## src/rtl/ps2_rx_keyevent.sv

```systemverilog
// Native PS/2 keyboard receiver producing the toggle-style 11-bit key event word.
// Conditions the raw open-drain lines, frames device-to-host bytes and folds E0/F0 prefixes.
module ps2_rx_keyevent #(
  parameter int unsigned FILTER_LEN  = 8,
  parameter int unsigned TIMEOUT_CYC = 96000
) (
  input  logic        clk_sys,
  input  logic        RESET_N,
  input  logic        ps2_clk_in,
  input  logic        ps2_data_in,
  output logic [10:0] ps2_key,
  output logic        key_strobe,
  output logic        frame_err
);

  localparam int unsigned FW = (FILTER_LEN > 1) ? $clog2(FILTER_LEN) : 1;
  localparam int unsigned TW = (TIMEOUT_CYC > 1) ? $clog2(TIMEOUT_CYC) : 1;
  localparam logic [FW-1:0] FiltMax = FW'(FILTER_LEN - 1);
  localparam logic [TW-1:0] TimeMax = TW'(TIMEOUT_CYC - 1);

  typedef enum logic [1:0] {
    StIdle,
    StShift,
    StParity,
    StStop
  } state_e;

  // Input conditioning
  logic          clk_meta_q, clk_sync_q;
  logic          data_meta_q, data_sync_q;
  logic          clk_filt_q, clk_filt_d;
  logic          clk_filt_prev_q;
  logic [FW-1:0] filt_cnt_q, filt_cnt_d;
  logic          fall;

  // Framing
  state_e        state_q, state_d;
  logic [2:0]    bit_cnt_q, bit_cnt_d;
  logic [7:0]    sr_q, sr_d;
  logic          par_q, par_d;
  logic          pok_q, pok_d;
  logic [TW-1:0] tcnt_q, tcnt_d;
  logic          dec_q, dec_d;
  logic          err_q, err_d;

  // Decode
  logic          ext_q, ext_d;
  logic          rel_q, rel_d;
  logic [10:0]   key_q, key_d;
  logic          strobe_q, strobe_d;

  always_ff @(posedge clk_sys or negedge RESET_N) begin
    if (!RESET_N) begin
      clk_meta_q      <= 1'b1;
      clk_sync_q      <= 1'b1;
      data_meta_q     <= 1'b1;
      data_sync_q     <= 1'b1;
      clk_filt_q      <= 1'b1;
      clk_filt_prev_q <= 1'b1;
      filt_cnt_q      <= '0;
    end else begin
      clk_meta_q      <= ps2_clk_in;
      clk_sync_q      <= clk_meta_q;
      data_meta_q     <= ps2_data_in;
      data_sync_q     <= data_meta_q;
      clk_filt_q      <= clk_filt_d;
      clk_filt_prev_q <= clk_filt_q;
      filt_cnt_q      <= filt_cnt_d;
    end
  end

  // The filtered clock only follows the synced line after FILTER_LEN cycles of disagreement.
  always_comb begin
    clk_filt_d = clk_filt_q;
    filt_cnt_d = '0;
    if (clk_sync_q != clk_filt_q) begin
      if (filt_cnt_q == FiltMax) begin
        clk_filt_d = clk_sync_q;
      end else begin
        filt_cnt_d = filt_cnt_q + 1'b1;
      end
    end
  end

  assign fall = clk_filt_prev_q & ~clk_filt_q;

  always_ff @(posedge clk_sys or negedge RESET_N) begin
    if (!RESET_N) begin
      state_q   <= StIdle;
      bit_cnt_q <= '0;
      sr_q      <= '0;
      par_q     <= 1'b0;
      pok_q     <= 1'b0;
      tcnt_q    <= '0;
      dec_q     <= 1'b0;
      err_q     <= 1'b0;
    end else begin
      state_q   <= state_d;
      bit_cnt_q <= bit_cnt_d;
      sr_q      <= sr_d;
      par_q     <= par_d;
      pok_q     <= pok_d;
      tcnt_q    <= tcnt_d;
      dec_q     <= dec_d;
      err_q     <= err_d;
    end
  end

  always_comb begin
    state_d   = state_q;
    bit_cnt_d = bit_cnt_q;
    sr_d      = sr_q;
    par_d     = par_q;
    pok_d     = pok_q;
    tcnt_d    = tcnt_q;
    dec_d     = 1'b0;
    err_d     = 1'b0;

    unique case (state_q)
      StIdle: begin
        if (fall) begin
          if (!data_sync_q) begin
            state_d   = StShift;
            bit_cnt_d = '0;
            par_d     = 1'b0;
          end else begin
            err_d = 1'b1;
          end
        end
      end
      StShift: begin
        if (fall) begin
          sr_d      = {data_sync_q, sr_q[7:1]};
          par_d     = par_q ^ data_sync_q;
          bit_cnt_d = bit_cnt_q + 3'd1;
          if (bit_cnt_q == 3'd7) begin
            state_d = StParity;
          end
        end
      end
      StParity: begin
        if (fall) begin
          pok_d   = par_q ^ data_sync_q;
          state_d = StStop;
        end
      end
      StStop: begin
        if (fall) begin
          if (data_sync_q && pok_q) begin
            dec_d = 1'b1;
          end else begin
            err_d = 1'b1;
          end
          state_d = StIdle;
        end
      end
      default: state_d = StIdle;
    endcase

    // Inter-edge watchdog; the abort check precedes the increment so the count never wraps.
    if (state_q == StIdle) begin
      tcnt_d = '0;
    end else if (fall) begin
      tcnt_d = '0;
    end else if (tcnt_q == TimeMax) begin
      tcnt_d  = '0;
      err_d   = 1'b1;
      state_d = StIdle;
    end else begin
      tcnt_d = tcnt_q + 1'b1;
    end
  end

  always_ff @(posedge clk_sys or negedge RESET_N) begin
    if (!RESET_N) begin
      ext_q    <= 1'b0;
      rel_q    <= 1'b0;
      key_q    <= '0;
      strobe_q <= 1'b0;
    end else begin
      ext_q    <= ext_d;
      rel_q    <= rel_d;
      key_q    <= key_d;
      strobe_q <= strobe_d;
    end
  end

  // Runs the cycle after a good stop bit; sr_q stays intact until the next frame's first data bit.
  always_comb begin
    ext_d    = ext_q;
    rel_d    = rel_q;
    key_d    = key_q;
    strobe_d = 1'b0;
    if (dec_q) begin
      unique case (sr_q)
        8'hE0: ext_d = 1'b1;
        8'hF0: rel_d = 1'b1;
        8'hE1, 8'hAA, 8'hFA, 8'hFE, 8'hEE, 8'h00, 8'hFF: begin
          ext_d = 1'b0;
          rel_d = 1'b0;
        end
        default: begin
          key_d    = {~key_q[10], ~rel_q, ext_q, sr_q};
          strobe_d = 1'b1;
          ext_d    = 1'b0;
          rel_d    = 1'b0;
        end
      endcase
    end
  end

  assign ps2_key    = key_q;
  assign key_strobe = strobe_q;
  assign frame_err  = err_q;

endmodule

```

## config.mk

```make
export PLATFORM = sky130hd
export DESIGN_NAME = ps2_rx_keyevent
export DESIGN_NICKNAME = d
export VERILOG_FILES = /design/src/rtl/ps2_rx_keyevent.sv
export SDC_FILE = /design/constraint.sdc
export NUM_CORES = 1
export LEC_CHECK = 0
export ABC_CLOCK_PERIOD_IN_PS = 2600
export CAP_MARGIN = 5
export CORE_MARGIN = 10
export CORE_UTILIZATION = 35
export CTS_CLUSTER_DIAMETER = 150
export DETAILED_ROUTE_END_ITERATION = 16
export PLACE_DENSITY = 0.57
export SYNTH_ARGS = -nofsm -noshare
export SYNTH_HDL_FRONTEND = slang
export SYNTH_SLANG_ARGS = --single-unit
```

## constraint.sdc

```tcl
create_clock -name clk_sys -period 2.6 [get_ports clk_sys]
set_input_delay 0.52 -clock clk_sys [delete_from_list [all_inputs] [get_ports clk_sys]]
set_output_delay 0.52 -clock clk_sys [all_outputs]
set_load 0.02 [all_outputs]
```

# == Yosys cells after proc, flatten, opt, wreduce, memory -nomap -nowiden ==
# Cells that the tools add are included.
# word_totals
register_bits,57
out_inout_bits,13
elab_cells,98
# op_classes
add_sub_neg,3
eq_ne,18
mux,38
bitwise,8
n_reduce_logical,12
# ops
operator,count
"8-bit == test, second input constant",8
17-bit two-way mux,3
2-bit two-way mux,9
"17-bit by 1-bit adder with 17-bit output, second input constant",1
"17-bit == test, second input constant",1
1-bit two-way mux,15
3-bit two-way mux,5
2-bit AND reduction,6
9-bit OR reduction,1
8-bit logical NOT,1
1-bit one-hot mux with 2 select lines,4
2-bit one-hot mux with 4 select lines,1
"3-bit by 1-bit adder with 3-bit output, second input constant",2
"3-bit == test, second input constant",2
"2-bit != test, second input constant",3
1-bit inverter,6
3-bit one-hot mux with 2 select lines,1
"2-bit == test, second input constant",2
4-bit AND reduction,1
"2-bit by 1-bit == test with 1-bit output, second input constant",1
2-bit logical NOT,1
2-bit nonzero test,1
1-bit AND,1
1-bit logical AND,1
2 further kinds,2

# == Logic depth before layout (Yosys ltp) ==
# Gate-level depths: netlist of run 1.
# depth
depth_word,7
depth_mapped,7

# == Worst setup path after synthesis of run 1 ==
# No wires, ideal clock.
# synth_timing
kind,register -> register
startpoint,reg sr_q[2]
endpoint,"reg key_q[1], in the netlist ps2_key[1]"
setup_time_ns,0.125
arrival_ns,1.758
required_time_ns,2.475
path_slack_ns,0.717
stages_incl_launch_ff,8
period_less_slack_ns,1.883
path_cell_list,dfrtp_1 > buf_6 > or4_1 > o21ai_2 > a311oi_2 > o21a_4 > buf_12 > mux2_4
# synth_via
elab_chain_len,4
elab_cells_between_ends,12
# synth_lines
item,line,source
start: declaration,39,"logic [7:0] sr_q, sr_d;"
start signal: assignment,100,sr_q <= sr_d;
8-bit == test or 8-bit logical NOT (tied branches),195,unique case (sr_q)
9-bit OR reduction (no source line) (*),n/a,
1-bit inverter (no source line) (*),n/a,
2-bit AND reduction (no source line) (*),n/a,
end signal: assignment,183,key_q <= key_d;
end: declaration,49,"logic [10:0] key_q, key_d;"
# Every way passes the cells marked *; elsewhere a longest branch is shown, timed or not.
# A chain may end at the register's enable or synchronous reset.

# == Worst setup path after layout of run 1 ==
# layout_timing
startpoint,reg sr_q[2]
endpoint,"reg key_q[2], in the netlist ps2_key[2]"
# layout_via
elab_chain_len,4
elab_cells_between_ends,12
# layout_lines
item,line
8-bit == test or 8-bit logical NOT (tied branches),195
9-bit OR reduction (no source line),n/a
1-bit inverter (no source line),n/a
2-bit AND reduction (no source line),n/a
# Several ways; a longest one is shown, not always the timed one.

==> results.cfg, run 1 <==
[outcome]
status = finished, final reports clean

[clocking]
post_cts_resize_count = 0
cts_buffer_depth = 2
cts_post_setup_buffers_inserted = 0
cts_tree = yes
library_cell_used_as_clock_root_buffer = sky130_fd_sc_hd__clkbuf_8
clock_sinks = 57
clock_input_transition_at_the_sequential_cells_of_the_worst_setup_and_hold_paths_ps = 70
clock_insertion_delay_worst_skew_ps = 340
ctsHtreeMaxLevel = 3
cts_hold_buf = 0
cts-buffers-inserted = 9

[yosys]
syn-cell-area_um2 = 2650
post_synth_fa_ha_maj_area_fraction = 0.0472
ys_warn_count = 0
muxShareOfSynthArea = 0.0557
compound_cell_area_share_of_the_yosys_netlist = 0.0859
post_synth_num_cell_types = 46
main_combinational_cell_family_by_area_after_synthesis = simple AND/OR/NAND/NOR gates
count_of_flip_flops_with_a_built_in_enable_after_synthesis = 0
async_reset_ff_frac = 1.00
most_used_flip_flop_cell_after_synthesis = sky130_fd_sc_hd__dfrtp_1
netlist_instances = 242
mappedNetlistNets = 256
synth_area_per_cell_um2 = 11.0
synth-seq-cells = 57
synth-xor-area-share = 0.0628
synth_simple_gate_area_share = 0.172
yosysSeqAreaShare = 0.541

[place]
routabilityCongestion = 0.746
dpl.hpwl_um = 3140
place.port_buffers = 16

[layout]
multiInputGateArea_um2 = 1120
nFillCells = 750
design.final.nets = 275
areaGrowthSynthToFinish_pct = 17.8
antenna_cells_inserted = 0
drive_gt1_frac = 0.132
final-seq-area_um2 = 1430

[timing]
finalClockSkew_ps = 11.6
finalCriticalPeriod_ps = 1960
grt_setup_unrepaired = no
slew_headroom = 0.527
final_hold_viol_count = 0
finalCritPeriodShare = 0.755
slew_viol_final = 0
worst-slew-pin-transition_ps = 703
setup-violations-final = 0
achievable-frequency_ghz = 0.509
tns_ps = 0

[flow_run]
drv.max_cap_violation_count = 0

[setup_path]
worst_r2r_startpoint = sr_q[2]
timing.reg2reg.setup_slack_ps = 640
critical_path_peak_fanout = 11
worst_ep_arrival_time_ps = 2180
timing.setup.critical_path_class = reg -> reg
critPathTopFamily = compound AO/OA/AOI/OAI gates
crit_path_start = sr_q[2]
path_cells = xnor2_1 > a31o_1 > a311oi_2 > o21a_4 > mux2_1
r2r-end = ps2_key[2]
worst_ep_required_time_ps = 2820
worst_path_largest_cell_delay_ps = 470
critPathCaptureType = flip-flop
critical_path.slowest_cell = sky130_fd_sc_hd__dfrtp_1
rr_worst_depth = 5
timing.critical_path.buf_inv = 0
worstSetupStartpointType = flip-flop

[floorplan]
die_area_um2 = 11500
chipHeight_um = 107
floorplan.core_area_um2 = 7290
initial_core_util = 0.363
floorplan.rows = 31
floorplan.io_pins = 17
dieWidth_um = 107

[grt]
grt_antenna_before_repair = 0
pin_count_of_the_biggest_net_entering_global_routing = 34
gr-usage-all-layers = 0.0876
grt_remaining_overflow = 0
global_route_wire_length_before_repair_um = 8060
first_global_vias = 1698

[drt]
route.detailed.wl_per_inst_um = 12.3
vias = 1730
via_per_inst = 4.74
drc_errors = 0
final_antenna_net_count = 0
dr.first_iter.drc_count = 55
drt-pass1-iter-count = 4
final_wirelength_um = 4510

[power_and_ir_drop]
fin_total_pwr_uw = 2330
static-leakage-power_uw = 0.00140
ir_drop_uv = 494
power_per_cell_area_nw_per_um2 = 746

[worst_hold_path]
hp-class = in -> async
==> stage by stage <==
stage,instances,worst slack (ps),hold slack [ps],area [um2],util
final,365,636,169,3120,0.428
after global routing,365,482,209,3120,0.428
after detailed placement,349,631,349,2890,0.396
after global placement,349,676,346,2890,0.396
after CTS,365,621,180,3120,0.428
after floorplan,242,717,224,2650,-
==> cell usage in the layout (no fill, tap or decap), drive strengths merged, types with 7 or more instances in the layout <==
cell type,instances
clkbuf,11
xor2,10
dfrtp,51
a21oi,7
xnor2,9
nand2,32
nand3,12
clkdlybuf4s50,15
mux2,9
o21ai,7
ha,10
nor2,28
==> worst max-delay path by stage <==
| stage | endpoint | slack [ps] | cells after the start |
|---|---|---|---|
| after CTS | ps2_key[2] | 620 | 5 |
| after floorplan | ps2_key[1] | 720 | 7 |
| after global routing | tcnt_q[11] | 480 | 6 |
| after detailed placement | ps2_key[2] | 630 | 5 |
| after global placement | ps2_key[2] | 680 | 5 |
| final | ps2_key[2] | 640 | 5 |
==> layout make-up <==
cell class                 count  area share
sequential                    57       0.459
multi-input combinational    169       0.360
inverter                       6     0.00721
tap                           99      0.0397
timing repair buffer          18      0.0585
clock buffer                  11      0.0421
clock inverter                 5      0.0333
==> where the power goes <==
group | internal (uW) | switching, uW | leakage [uW]
combinational | 121 | 196 | 0.000512
sequential | 966 | 56.4 | 0.000770
clock | 637 | 353 | 0.000118
total | 1720 | 605 | 0.00140
==> per-layer routing <==
layer | GRT usage | up-vias | part of all wire
li1 | - | 862 | -
met1 | 0.109 | 828 | 0.50
met2 | 0.124 | 29 | 0.43
met3 | 0.0347 | 11 | 0.048
met4 | 0.0551 | 0 | 0.028
met5 | 0 | - | 0
==> cell families after synthesis <==
kind of cell               Yosys count
xor gates and xnor gates            19
AOI/OAI and AO/OA                   31
buffers and inverters               16
adders and majority gates           10
DFF                                 57
and+or+nand+nor                     98
muxes                               11
==> registers in the layout (all words and copies together), names as in the netlist, 2 cells and up <==
name / cells
ps2_key: 11
filt_cnt_q: 3
state_q: 2
tcnt_q: 17
sr_q: 8
bit_cnt_q: 3
==> Yosys cell counts (5+ instances only) <==
cell type	count	share of area
sky130_fd_sc_hd__ha_1	10	0.047
sky130_fd_sc_hd__a21oi_1	7	0.013
sky130_fd_sc_hd__inv_1	6	0.0085
sky130_fd_sc_hd__xor2_1	10	0.033
sky130_fd_sc_hd__and3_1	6	0.014
sky130_fd_sc_hd__nand3_1	12	0.023
sky130_fd_sc_hd__mux2_4	7	0.040
sky130_fd_sc_hd__nor2_1	28	0.040
sky130_fd_sc_hd__nand2_1	32	0.045
sky130_fd_sc_hd__dfstp_2	6	0.059
sky130_fd_sc_hd__xnor2_1	9	0.030
sky130_fd_sc_hd__clkbuf_1	6	0.0085
sky130_fd_sc_hd__dfrtp_1	51	0.48
sky130_fd_sc_hd__o21ai_0	5	0.0094
No activity file was read; power rests on OpenSTA's default activity.
==> run 2: changes to the inputs <==
- ABC_CLOCK_PERIOD_IN_PS: 2600 -> 1950
- clock period: 2.6 -> 1.95 ns (I/O delays scaled with it)
==> results.cfg, run 2 (synthesis results as in run 1) <==
[outcome]
status = finished, final reports clean

[place]
dp.cells = 357
place.port_buffers = 16
dpl.hpwl_um = 3100
routabilityCongestion = 0.720
detailed_place.area_um2 = 2960

[setup_path]
worst_ep_arrival_time_ps = 2100
worstSetupStartpointType = flip-flop
worst_ep_required_time_ps = 2160
timing.setup.critical_path_class = reg -> reg
critical_path_peak_fanout = 7
critPathCaptureType = flip-flop

[drt]
drc_errors = 0
final_antenna_net_count = 0
vias = 1770
drt-pass1-iter-count = 7
dr.first_iter.drc_count = 45
via_per_inst = 4.72
route.detailed.wl_per_inst_um = 12.7
final_wirelength_um = 4750

[grt]
global_route_wire_length_before_repair_um = 8210
pin_count_of_the_biggest_net_entering_global_routing = 58
grt_remaining_overflow = 0
gr-usage-all-layers = 0.0883
grt_antenna_before_repair = 0
first_global_vias = 1771

[layout]
antenna_cells_inserted = 0
flip_flop_count_of_the_largest_register_all_copies_and_words_added = 17
drive_gt1_frac = 0.170
top_register = tcnt_q
mostFrequentLayoutCells = 50 x sky130_fd_sc_hd__dfrtp_1, 32 x sky130_fd_sc_hd__nand2_1, 28 x sky130_fd_sc_hd__nor2_1
final_design_area_no_fill_um2 = 3160
design.final.nets = 285
instances_no_fill = 375
layout.cells.most_common = sky130_fd_sc_hd__dfrtp_1
areaGrowthSynthToFinish_pct = 19.3

[clocking]
ctsHtreeMaxLevel = 3
clock_sinks = 57
cts_buffer_depth = 2
clock_insertion_delay_worst_skew_ps = 330
library_cell_used_as_clock_root_buffer = sky130_fd_sc_hd__clkbuf_8
clock_input_transition_at_the_sequential_cells_of_the_worst_setup_and_hold_paths_ps = 60
cts_tree = yes
cts-buffers-inserted = 9

[floorplan]
chipHeight_um = 107
dieWidth_um = 107
initial_core_util = 0.363
floorplan.core_area_um2 = 7290
floorplan.rows = 31
floorplan.io_pins = 17
die_area_um2 = 11500

[power_and_ir_drop]
power.share.combinational = 0.175
switching_power_uw = 816
cellInternalPower_uw = 1950
static-leakage-power_uw = 0.00143
ir_drop_uv = 410
clockPowerShare = 0.331
power_per_cell_area_nw_per_um2 = 874
seq_power_share = 0.494
netSwitchingFraction = 0.295

[timing]
finalCritPeriodShare = 0.966
finalClockSkew_ps = 6.15
finalCriticalPeriod_ps = 1880
slew_viol_final = 0
worst-slew-pin-transition_ps = 406
slew_headroom = 0.726
final_hold_viol_count = 0
setup-violations-final = 0
achievable-frequency_ghz = 0.531

[flow_run]
drv.max_cap_violation_count = 0

[worst_hold_path]
hp-class = in -> async
==> run 2: cell types whose count changed in the layout (fill, tap and decap cells not counted), sizes merged <==
cell,delta
bufinv,-3
clkbuf,+1
o21a,+1
buf,+9
clkinv,+2
==> run 2: area by class of cell <==
cell class / instances / area [um2]
clock buffers: 12 / 135
clock inverters: 4 / 20.0
fillers: 725 / 4130
inverters: 6 / 22.5
multi-input cells: 170 / 1160
flip-flops and latches: 57 / 1440
well taps: 99 / 124
repair buffers: 27 / 263
==> run 2: critical path, cell delays in order, from the launching register on <==
cell                       delay, ps
sky130_fd_sc_hd__dfrtp_2         460
sky130_fd_sc_hd__or4_1           540
sky130_fd_sc_hd__o21ai_2         190
sky130_fd_sc_hd__a311oi_4         80
sky130_fd_sc_hd__o21a_4          180
sky130_fd_sc_hd__mux2_1          310
==> run 2: metal layers <==
| metal | track usage | vias to the layer above | share of wire |
|---|---|---|---|
| met5 | 0 | - | 0 |
| li1 | - | 887 | - |
| met3 | 0.0281 | 8 | 0.050 |
| met1 | 0.114 | 846 | 0.51 |
| met4 | 0.0580 | 0 | 0.024 |
| met2 | 0.124 | 29 | 0.42 |
==> run 2: through the flow <==
stage	utilization	setup slack [ps]	hold slack (ps)	TNS (ps)	power [uW]
final	0.434	66.6	53.2	0	2760
after global routing	0.434	-7.50	87.5	-7.50	2920
after CTS	0.428	11.2	67.4	0	2780
after detailed placement	0.406	-7.20	349	-7.20	1860
after global placement	0.406	33.5	346	0	1850
after floorplan	-	67.0	94.4	0	1680
==> run 2: power groups by stage <==
stage          Sequential, uW  Combinational, uW  Clock [uW]
2_1_floorplan            1370                308           0
3_3_place_gp             1380                470           0
3_5_place_dp             1390                477           0
4_1_cts                  1360                480         940
5_1_grt                  1380                545         991
6_report                 1370                483         915
==> run 2: path summary, 6_finish.rpt <==
kind                        startpoint          end  slack (ps)  cells after the start
hold / removal                 RESET_N   tcnt_q[14]          50                      2
hold reg to reg            data_meta_q  data_sync_q         360                      0
setup reg to reg               sr_q[2]   ps2_key[2]          70                      5
max in group asynchronous      RESET_N   clk_sync_q        1600                      2
min in group clk_sys       data_meta_q  data_sync_q         360                      0
setup / recovery               sr_q[2]   ps2_key[2]          70                      5
==> run 2: what timing repair did <==
action | in CTS | in global routing
cloned | 0 | 1
buffers inserted | 1 | 0
gates resized for setup | 0 | 5
pin swaps | 0 | 1
hold buffers | 0 | 0
endpoints found under the setup margin | 1 | 10
